$ cat src/rtl/apb_cemf_regbank_param.sv
// ============================================================================
// Module   : apb_cemf_regbank_param
// Brief    : Parametrised APB register bank (ID, STATUS, SYS, W1C IRQ_STAT,
//            NUM_CFG config registers) with a memory window at MEM_BASE that
//            is forwarded to an external RAM port with wait states and a
//            bus timeout. A two-state access FSM (IDLE/ACCESS) gives defined
//            pready/pslverr timing.
// Options  : APB_REGBANK_WLOCK_EN - SYS bit 31 becomes a sticky LOCK that
//            blocks CFG writes (they complete with pslverr=1).
// Revision : 1.0 - initial release
// ============================================================================
`default_nettype none

module apb_cemf_regbank_param #(
    parameter int                          ADDR_W      = 16,
    parameter int                          DATA_W      = 32,
    parameter int                          NUM_CFG     = 5,
    parameter int                          CFG_W       = 24,
    parameter logic [NUM_CFG*CFG_W-1:0]    CFG_RST     = '0,
    parameter logic [DATA_W-1:0]           ID_VALUE    = 32'h0000_0000,
    parameter logic [ADDR_W-1:0]           MEM_BASE    = 16'h0008,
    parameter int                          MEM_DEPTH   = 1024,
    parameter int                          MEM_TIMEOUT = 16
) (
    input  logic                     clock,
    input  logic                     rst_n,
    input  logic                     psel,
    input  logic                     penable,
    input  logic                     pwrite,
    input  logic [ADDR_W-1:0]        paddr,
    input  logic [DATA_W-1:0]        pwdata,
    output logic [DATA_W-1:0]        prdata,
    output logic                     pready,
    output logic                     pslverr,
    output logic                     mem_en,
    output logic                     mem_we,
    output logic [ADDR_W-1:0]        mem_addr,
    output logic [DATA_W-1:0]        mem_wdata,
    input  logic [DATA_W-1:0]        mem_rdata,
    input  logic                     mem_ready,
    input  logic [DATA_W-1:0]        status_i,
    input  logic [DATA_W-1:0]        irq_event_i,
    input  logic                     clr_sys_reg,
    output logic [DATA_W-1:0]        data_system_o,
    output logic [NUM_CFG*CFG_W-1:0] cfg_o,
    output logic                     irq_o
);

    typedef enum logic {
        IDLE   = 1'b0,
        ACCESS = 1'b1
    } state_t;

    typedef enum logic [1:0] {
        RG_REG = 2'd0,
        RG_MEM = 2'd1,
        RG_UNM = 2'd2
    } region_t;

    // Decode bounds are one bit wider than paddr so the memory window end
    // cannot wrap around for windows reaching the top of the address space.
    localparam logic [ADDR_W:0] REG_END = (ADDR_W+1)'(4 + NUM_CFG);
    localparam logic [ADDR_W:0] CFG_LO  = (ADDR_W+1)'(4);
    localparam logic [ADDR_W:0] MEM_LO  = (ADDR_W+1)'(int'(MEM_BASE));
    localparam logic [ADDR_W:0] MEM_HI  = (ADDR_W+1)'(int'(MEM_BASE) + MEM_DEPTH);
    localparam int              CNT_W   = $clog2(MEM_TIMEOUT);
    localparam logic [CNT_W-1:0] CNT_LAST = CNT_W'(MEM_TIMEOUT - 1);

    state_t             state;
    region_t            region;
    region_t            dec;
    logic [CNT_W-1:0]   cnt;
    logic [ADDR_W:0]    addr_x;

    logic [DATA_W-1:0]  sys_q;
    logic [DATA_W-1:0]  sys_wdata;
    logic [DATA_W-1:0]  irq_stat;
    logic [DATA_W-1:0]  w1c_mask;
    logic [CFG_W-1:0]   cfg_q [NUM_CFG];
    logic [DATA_W-1:0]  reg_rdata;

    logic               reg_wr;
    logic               cfg_hit;
    logic               lock;
    logic               lock_err;

`ifdef APB_REGBANK_WLOCK_EN
    // LOCK is sticky: a SYS write can set bit 31 but never clear it.
    assign lock = sys_q[31];
    always_comb begin
        sys_wdata     = pwdata;
        sys_wdata[31] = pwdata[31] | sys_q[31];
    end
`else
    assign lock      = 1'b0;
    assign sys_wdata = pwdata;
`endif

    // Region decode of the live address, latched by the FSM in the setup phase.
    always_comb begin
        addr_x = {1'b0, paddr};
        if (addr_x < REG_END) begin
            dec = RG_REG;
        end else if (addr_x >= MEM_LO && addr_x < MEM_HI) begin
            dec = RG_MEM;
        end else begin
            dec = RG_UNM;
        end
    end

    // Register-region write strobes; they only fire in the completing cycle.
    always_comb begin
        reg_wr   = (state == ACCESS) && psel && (region == RG_REG) && pwrite;
        cfg_hit  = (addr_x >= CFG_LO) && (addr_x < REG_END);
        lock_err = reg_wr && cfg_hit && lock;
        w1c_mask = (reg_wr && paddr == ADDR_W'(3)) ? pwdata : '0;
    end

    // Register read mux; CFG values are zero-extended to the bus width.
    always_comb begin
        reg_rdata = '0;
        if (paddr == ADDR_W'(0)) begin
            reg_rdata = ID_VALUE;
        end else if (paddr == ADDR_W'(1)) begin
            reg_rdata = status_i;
        end else if (paddr == ADDR_W'(2)) begin
            reg_rdata = sys_q;
        end else if (paddr == ADDR_W'(3)) begin
            reg_rdata = irq_stat;
        end
        for (int i = 0; i < NUM_CFG; i++) begin
            if (paddr == ADDR_W'(4 + i)) begin
                reg_rdata[CFG_W-1:0] = cfg_q[i];
            end
        end
    end

    // APB response and memory strobes, derived from the registered FSM state.
    // pready has to follow mem_ready in the same cycle, hence no extra flop.
    always_comb begin
        pready   = 1'b0;
        pslverr  = 1'b0;
        prdata   = '0;
        mem_en   = 1'b0;
        mem_we   = 1'b0;
        mem_addr = '0;
        if (state == ACCESS) begin
            if (region == RG_MEM) begin
                mem_en   = 1'b1;
                mem_we   = pwrite;
                mem_addr = paddr - MEM_BASE;
            end
            if (psel) begin
                case (region)
                    RG_REG: begin
                        pready  = 1'b1;
                        pslverr = lock_err;
                        if (!pwrite) begin
                            prdata = reg_rdata;
                        end
                    end
                    RG_MEM: begin
                        if (mem_ready) begin
                            pready = 1'b1;
                            if (!pwrite) begin
                                prdata = mem_rdata;
                            end
                        end else if (cnt == CNT_LAST) begin
                            pready  = 1'b1;
                            pslverr = 1'b1;
                        end
                    end
                    default: begin
                        pready  = 1'b1;
                        pslverr = 1'b1;
                    end
                endcase
            end
        end
    end

    assign mem_wdata = pwdata;

    // Access FSM: setup phase latches the region, ACCESS waits for completion,
    // a dropped psel aborts back to IDLE.
    always_ff @(posedge clock or negedge rst_n) begin
        if (!rst_n) begin
            state  <= IDLE;
            region <= RG_REG;
            cnt    <= '0;
        end else begin
            case (state)
                IDLE: begin
                    if (psel && !penable) begin
                        state  <= ACCESS;
                        region <= dec;
                        cnt    <= '0;
                    end
                end
                ACCESS: begin
                    if (!psel || pready) begin
                        state <= IDLE;
                    end else begin
                        cnt <= cnt + 1'b1;
                    end
                end
                default: state <= IDLE;
            endcase
        end
    end

    // SYS, IRQ_STAT, CFG storage and the registered interrupt line.
    always_ff @(posedge clock or negedge rst_n) begin
        if (!rst_n) begin
            sys_q    <= '0;
            irq_stat <= '0;
            irq_o    <= 1'b0;
            for (int i = 0; i < NUM_CFG; i++) begin
                cfg_q[i] <= CFG_RST[i*CFG_W +: CFG_W];
            end
        end else begin
            if (clr_sys_reg) begin
                sys_q <= '0;
            end else if (reg_wr && paddr == ADDR_W'(2)) begin
                sys_q <= sys_wdata;
            end
            // New events win over a simultaneous write-1-to-clear.
            irq_stat <= (irq_stat & ~w1c_mask) | irq_event_i;
            irq_o    <= |irq_stat;
            for (int i = 0; i < NUM_CFG; i++) begin
                if (reg_wr && !lock && paddr == ADDR_W'(4 + i)) begin
                    cfg_q[i] <= pwdata[CFG_W-1:0];
                end
            end
        end
    end

    // Flatten the CFG array onto the output bus.
    always_comb begin
        cfg_o = '0;
        for (int i = 0; i < NUM_CFG; i++) begin
            cfg_o[i*CFG_W +: CFG_W] = cfg_q[i];
        end
    end

    assign data_system_o = sys_q;

endmodule

`default_nettype wire

$ cat config.mk
export PLATFORM = sky130hd
export DESIGN_NAME = apb_cemf_regbank_param
export DESIGN_NICKNAME = d
export VERILOG_FILES = /design/src/rtl/apb_cemf_regbank_param.sv
export SDC_FILE = /design/constraint.sdc
export NUM_CORES = 1
export LEC_CHECK = 0
export CAP_MARGIN = 15
export CORE_UTILIZATION = 45
export CTS_CLUSTER_DIAMETER = 100
export CTS_CLUSTER_SIZE = 40
export DETAILED_ROUTE_END_ITERATION = 10
export PLACE_DENSITY_LB_ADDON = 0.05
export SLEW_MARGIN = 10
export SYNTH_ARGS = -nofsm -noshare
export SYNTH_HDL_FRONTEND = slang
export SYNTH_SLANG_ARGS = --single-unit
$ cat constraint.sdc
create_clock -name clock -period 3.2 [get_ports clock]
set_clock_uncertainty 0.1 [all_clocks]
set_input_delay 0.48 -clock clock [delete_from_list [all_inputs] [get_ports clock]]
set_output_delay 0.48 -clock clock [all_outputs]
set_load 0.1 [all_outputs]
# --- Word-level counts from Yosys, hierarchy flattened ---
# Cells that the tools add are included.
word_totals:
  register_bits: 192
  input_bits: 151
  output_inout_bits: 237
  word_cells: 94
op_classes:
  addsub: 2
  order_cmp: 3
  n_eq_ne: 12
  mux: 41
  bitwise: 4
  n_reduce_logical: 21
ops:
  columns: ["operator", "n"]
  rows:
  - ["32-bit 2-to-1 mux", 12]
  - ["24-bit 2-to-1 mux", 5]
  - ["16-bit by 3-bit equality test with 1-bit output, second input constant", 4]
  - ["32-bit case mux with 2 select lines", 1]
  - ["32-bit AND", 1]
  - ["16-bit by 2-bit equality test with 1-bit output, second input constant", 2]
  - ["16-bit 2-to-1 mux", 2]
  - ["32-bit NOT", 1]
  - ["32-bit bitwise OR", 1]
  - ["32-bit OR reduction", 1]
  - ["16-bit by 1-bit equality test with 1-bit output, second input constant", 1]
  - ["16-bit by 4-bit equality test with 1-bit output, second input constant", 1]
  - ["16-bit by 4-bit >= comparator with 1-bit output, second input constant", 1]
  - ["16-bit zero test", 1]
  - ["16-bit by 11-bit less-than comparator with 1-bit output, second input constant", 1]
  - ["16-bit by 4-bit less-than comparator with 1-bit output, second input constant", 1]
  - ["16-bit by 4-bit subtractor with 16-bit output, second input constant", 1]
  - ["1-bit 2-to-1 mux", 14]
  - ["1-bit logical AND", 12]
  - ["4-bit 2-to-1 mux", 2]
  - ["4-bit case mux with 2 select lines", 1]
  - ["4-bit by 1-bit adder with 4-bit output, second input constant", 1]
  - ["4-bit equality test, second input constant", 1]
  - ["2-bit 2-to-1 mux", 2]
  - ["9 further kinds", 13]

# --- Longest topological paths before layout ---
# Gate-level depths: netlist of the first run.
depth:
  word_depth: 14
  mapped_depth: 8
  ltp_nobuf: 5

# --- Worst setup path before layout of the first run ---
# No wires, ideal clock.
synth_path:
  path_type: "in2out"
  start: "in paddr[6]"
  end: "out prdata[24]"
  arrival_ns: 4.029
  required_ns: 2.620
  slack_ns: -1.409
  cell_stages: 5
  path_buffers: 1
  cell_sequence: "nor3_2 -> nand4_2 -> or4_1 -> clkbuf_1 -> o31ai_1"
synth_via:
  elab_chain_len: 9
  elab_cells_between_ends: 12
  cone_classes: "eq/ne: 3; mux: 8; reduce/logical: 1"
synth_rtl:
  columns: ["element", "line_no", "text"]
  rows:
  - ["start: declaration", "30", "input logic [ADDR_W-1:0] paddr,"]
  - ["16-bit by 2-bit equality test with 1-bit output", "128", "end else if (paddr == ADDR_W'(3)) begin"]
  - ["32-bit 2-to-1 mux", "128", null]
  - ["32-bit 2-to-1 mux", "126", "end else if (paddr == ADDR_W'(2)) begin"]
  - ["32-bit 2-to-1 mux", "124", "end else if (paddr == ADDR_W'(1)) begin"]
  - ["32-bit 2-to-1 mux (*)", "122", "if (paddr == ADDR_W'(0)) begin"]
  - ["32-bit 2-to-1 mux (*)", "158", "if (!pwrite) begin"]
  - ["32-bit case mux with 2 select lines (*)", "154", "case (region)"]
  - ["32-bit 2-to-1 mux (*)", "153", "if (psel) begin"]
  - ["32-bit 2-to-1 mux (*)", "147", "if (state == ACCESS) begin"]
  - ["end: declaration", "32", "output logic [DATA_W-1:0] prdata,"]
# Mark *: on every way between the ends. The rest lies on a longest branch, timed or not.

# --- Worst setup path after layout of the first run ---
layout_path:
  start: "in paddr[3]"
  end: "out prdata[30]"
# Same word-level chain as after synthesis.

==> results by group, run 1 <==
Synth
  • Dominant cells by area after synthesis: dfrtp_1 (46%), mux2_2 (13%), nor2_1 (4.4%), o22ai_1 (3.3%), mux2_4 (2.9%)
  • Top-area cell type share of the netlist area: 45.9%
  • Post-synth EDFFs: 0
  • Synthesized area per cell: between 10 and 15 sq um
  • Compound-Gate Fraction of Synth Area: 15.3%
  • Top-count cell post-synth: dfrtp_1
  • Most used DFF post-synth: dfrtp_1
  • #FFs+latches synth: between 150 and 200
  • Yosys top cell by area: dfrtp_1
  • Area share of fa/ha/maj cells after synthesis: 0.359%
  • Syn Nets: 1198
  • FFs w/ async S/R, synth: 100%
  • Post-synthesis sequential area ratio: 45.9%
  • Multiplexer area fraction after synthesis: 16.3%
  • Top post-synthesis cells by count: dfrtp_1 (192), nor2_1 (124), mux2_2 (118), nand2_1 (67), a21oi_1 (59)
  • Mapped Cells: around 1000
  • Netlist cell types: between 40 and 50
  • Synthesized cell area: 0.0105 sq mm
  • Post-Synth XOR/XNOR Area: 0.920%
  • Largest family of logic cells by synthesized area: multiplexers
  • Synth warnings: 0
  • Synth Area in Simple Gates: 14.0%

Timing
  • Fin worst setup slack: 0.0620 ns
  • RSZ-0062 raised after global routing: true
  • Final Max Slew Viols: 0
  • Final setup viols: 0
  • Slew @ Worst Pin: 0.773 ns
  • Worst hold slack: 0.418 ns
  • Rel. slew slack: 48.5%
  • Fmax: 319 MHz
  • Final hold violations: 0
  • Post-layout min period: 3.14 ns
  • Final period utilization: 98.1%

Power
  • Power Density: 335 mW/mm^2
  • P_leak: 7.09 nW
  • Max IR drop VDD: between 0.3 and 0.4 mV

GRT
  • Vias in the first global route: 10211
  • Largest net degree at the start of global routing: 75
  • First-pass GRT wire length: 61700 microns
  • Overflow after GRT: 0
  • GRT Util Overall: 34.5%
  • Initial antenna violation count: 0

Route
  • Vias: 10084
  • Final Routed Wirelength: slightly above 40000 microns
  • DR vias/cell: 5.90
  • Wire per inst: 23.8 microns
  • Residual DRC: 0
  • DRT iter0 DRCs: 793
  • ANT nets after route: 0
  • Drt first pass iters: 5

Floorplanning
  • Core Area: roughly 0.023 sq mm
  • Standard-cell rows: 55
  • Die height: 155 microns
  • Initial Util: about 46%
  • Die width: 155 microns
  • Die ar.: 0.0239 sq mm
  • I/O pin cnt: around 390

Finish
  • Filler Cells Inserted: about 1800
  • Fin cells: 1710
  • ANT cells: 0
  • Post-layout util: 70.3%
  • Area Overhead vs Synth: 52.5%
  • Fin area: between 0.015 and 0.02 sq mm
  • NumNets Final: ~1600
  • Share of cells above drive strength 1: 37.9%

Clock network
  • Clock Path Buffers: 2
  • CTS buffer count: 17
  • Clk_lat worst skew: between 0.4 and 0.5 ns
  • Root buffer cell: clkbuf_16
  • CTS tree: yes
  • Sink Count: 192
  • H-tree depth: 4
  • Clock slew at reported path FFs: 0.07 ns

Setup path
  • Crit path DAT: 2.56 ns
  • Worst Path Required: 2.62 ns
  • R2R depth: 6
  • Kind of launch point of the worst setup path: input pin
  • R2r endpoint: cfg_o[64]
  • R2R Setup Slk: 0.87 ns
  • Critical R2R Launch: region[0]
  • Crit. End Element: primary output
  • WS Path Type: in2out
  • Crit Path Max Fanout: 8

Hold path
  • HP Class: reg2reg
  • Hold path cells: 1
  • Destination of the worst hold path: cfg_o[14]
  • Min-delay src: cfg_o[14]

Placed design
  • Cell count after placement: around 1700
  • DP Wirelength: about 30000 microns
  • Port-buffer cells: 387
  • Gpl congestion: 0.911
  • Placed standard-cell area: between 0.015 and 0.02 sq mm
  • Pre-CTS setup slack: -0.163 ns

Run
  • Max-cap violation count: 0

Status
  • Status: completed
repair_timing:
item	4_1_cts	5_1_grt
resized for setup	13	6
hold buffers	1	0
endpoints found under the hold margin	7	0
setup endpoints to repair	22	20
pin swaps	4	4
setup buffers	1	0
layout make-up:
| type | count | area [sq um] | area share [%] |
|---|---|---|---|
| inverter | 42 | 158 | 0.987 |
| timing repair buffer | 458 | 4600 | 28.8 |
| clock inverter | 12 | 124 | 0.776 |
| sequential | 192 | 4800 | 30.1 |
| multi-input combinational | 702 | 5470 | 34.2 |
| clock buffer | 19 | 453 | 2.84 |
| tap | 285 | 357 | 2.23 |
registers in the layout, summed over array words and instances, names as in the netlist:
| signal | flops |
|---|---|
| cfg_o | 120 |
| data_system_o | 32 |
| irq_stat | 32 |
| cnt | 4 |
| region | 2 |
| irq_o | 1 |
| state | 1 |
kinds of logic after synthesis:
kind of cell / after synthesis
flops: 192
compound gates: 244
simple gates: 299
mux: 145
xor+xnor: 11
fa+ha+maj: 3
buf+inv: 150
metal layers:
layer | vias to the layer above | GRT usage, % | wire length [microns]
li1 | 4529 | - | -
met1 | 4989 | 43.6 | 16300
met2 | 492 | 57.1 | 19700
met3 | 74 | 8.38 | 3370
met4 | 0 | 13.4 | 1380
met5 | - | 0 | 0
cell usage in the layout, fill, tap and decap left out, types with 4 or more instances in the layout:
master / n
buf_12: 63
inv_6: 4
clkdlybuf4s50_1: 135
a31oi_1: 34
dfrtp_1: 192
inv_1: 42
a21oi_1: 59
nand2_1: 67
o31ai_4: 8
dlymetal6s2s_1: 4
o221ai_4: 20
mux2_2: 118
nor4_4: 5
nor2_1: 120
nand3_1: 39
buf_4: 243
nor3_1: 11
o22ai_1: 55
xor2_1: 9
dlygate4sd2_1: 6
mux2_1: 6
a2111o_1: 23
o21ai_0: 36
mux2_4: 20
clkbuf_16: 17
nand4_1: 8
nor4_1: 9
report_power, final:
part	switching [W]	internal, W
Combinational	0.000495	0.000303
Sequential	0.00000186	0.00243
Clock	0.000997	0.00113
metrics by stage:
step                      setup TNS (ns)  total power (W)
final                                  0          0.00535
after global routing             -0.0114          0.00553
after CTS                              0          0.00537
after detailed placement           -1.28          0.00327
after global placement            -0.417          0.00326
after floorplan                    -2.51          0.00286
worst max path at each step:
stage	start	end	slack, ns	cells past startpoint
after floorplan	paddr[0]	prdata[23]	-0.63	7
after global placement	paddr[8]	prdata[24]	-0.10	7
after detailed placement	paddr[10]	prdata[24]	-0.16	7
after CTS	paddr[6]	prdata[15]	0.001	8
after global routing	paddr[4]	prdata[30]	-0.01	7
final	paddr[3]	prdata[30]	0.06	7
critical path, cell delays in order:
cell and delay (ns):
clkdlybuf4s50_1 0.51, nor2_2 0.23, nand4_4 0.14, or4_4 0.55, buf_8 0.18, o31ai_4 0.26, buf_12 0.21
No activity file was read; power rests on OpenSTA's default activity.
==> run 2, diff against run 1 <==
CTS_CLUSTER_DIAMETER = default   (was 100)
SLEW_MARGIN = 20   (was 10)
==> results of run 2 <==
No change in the layout: final DEF, timing and power equal those of run 1.
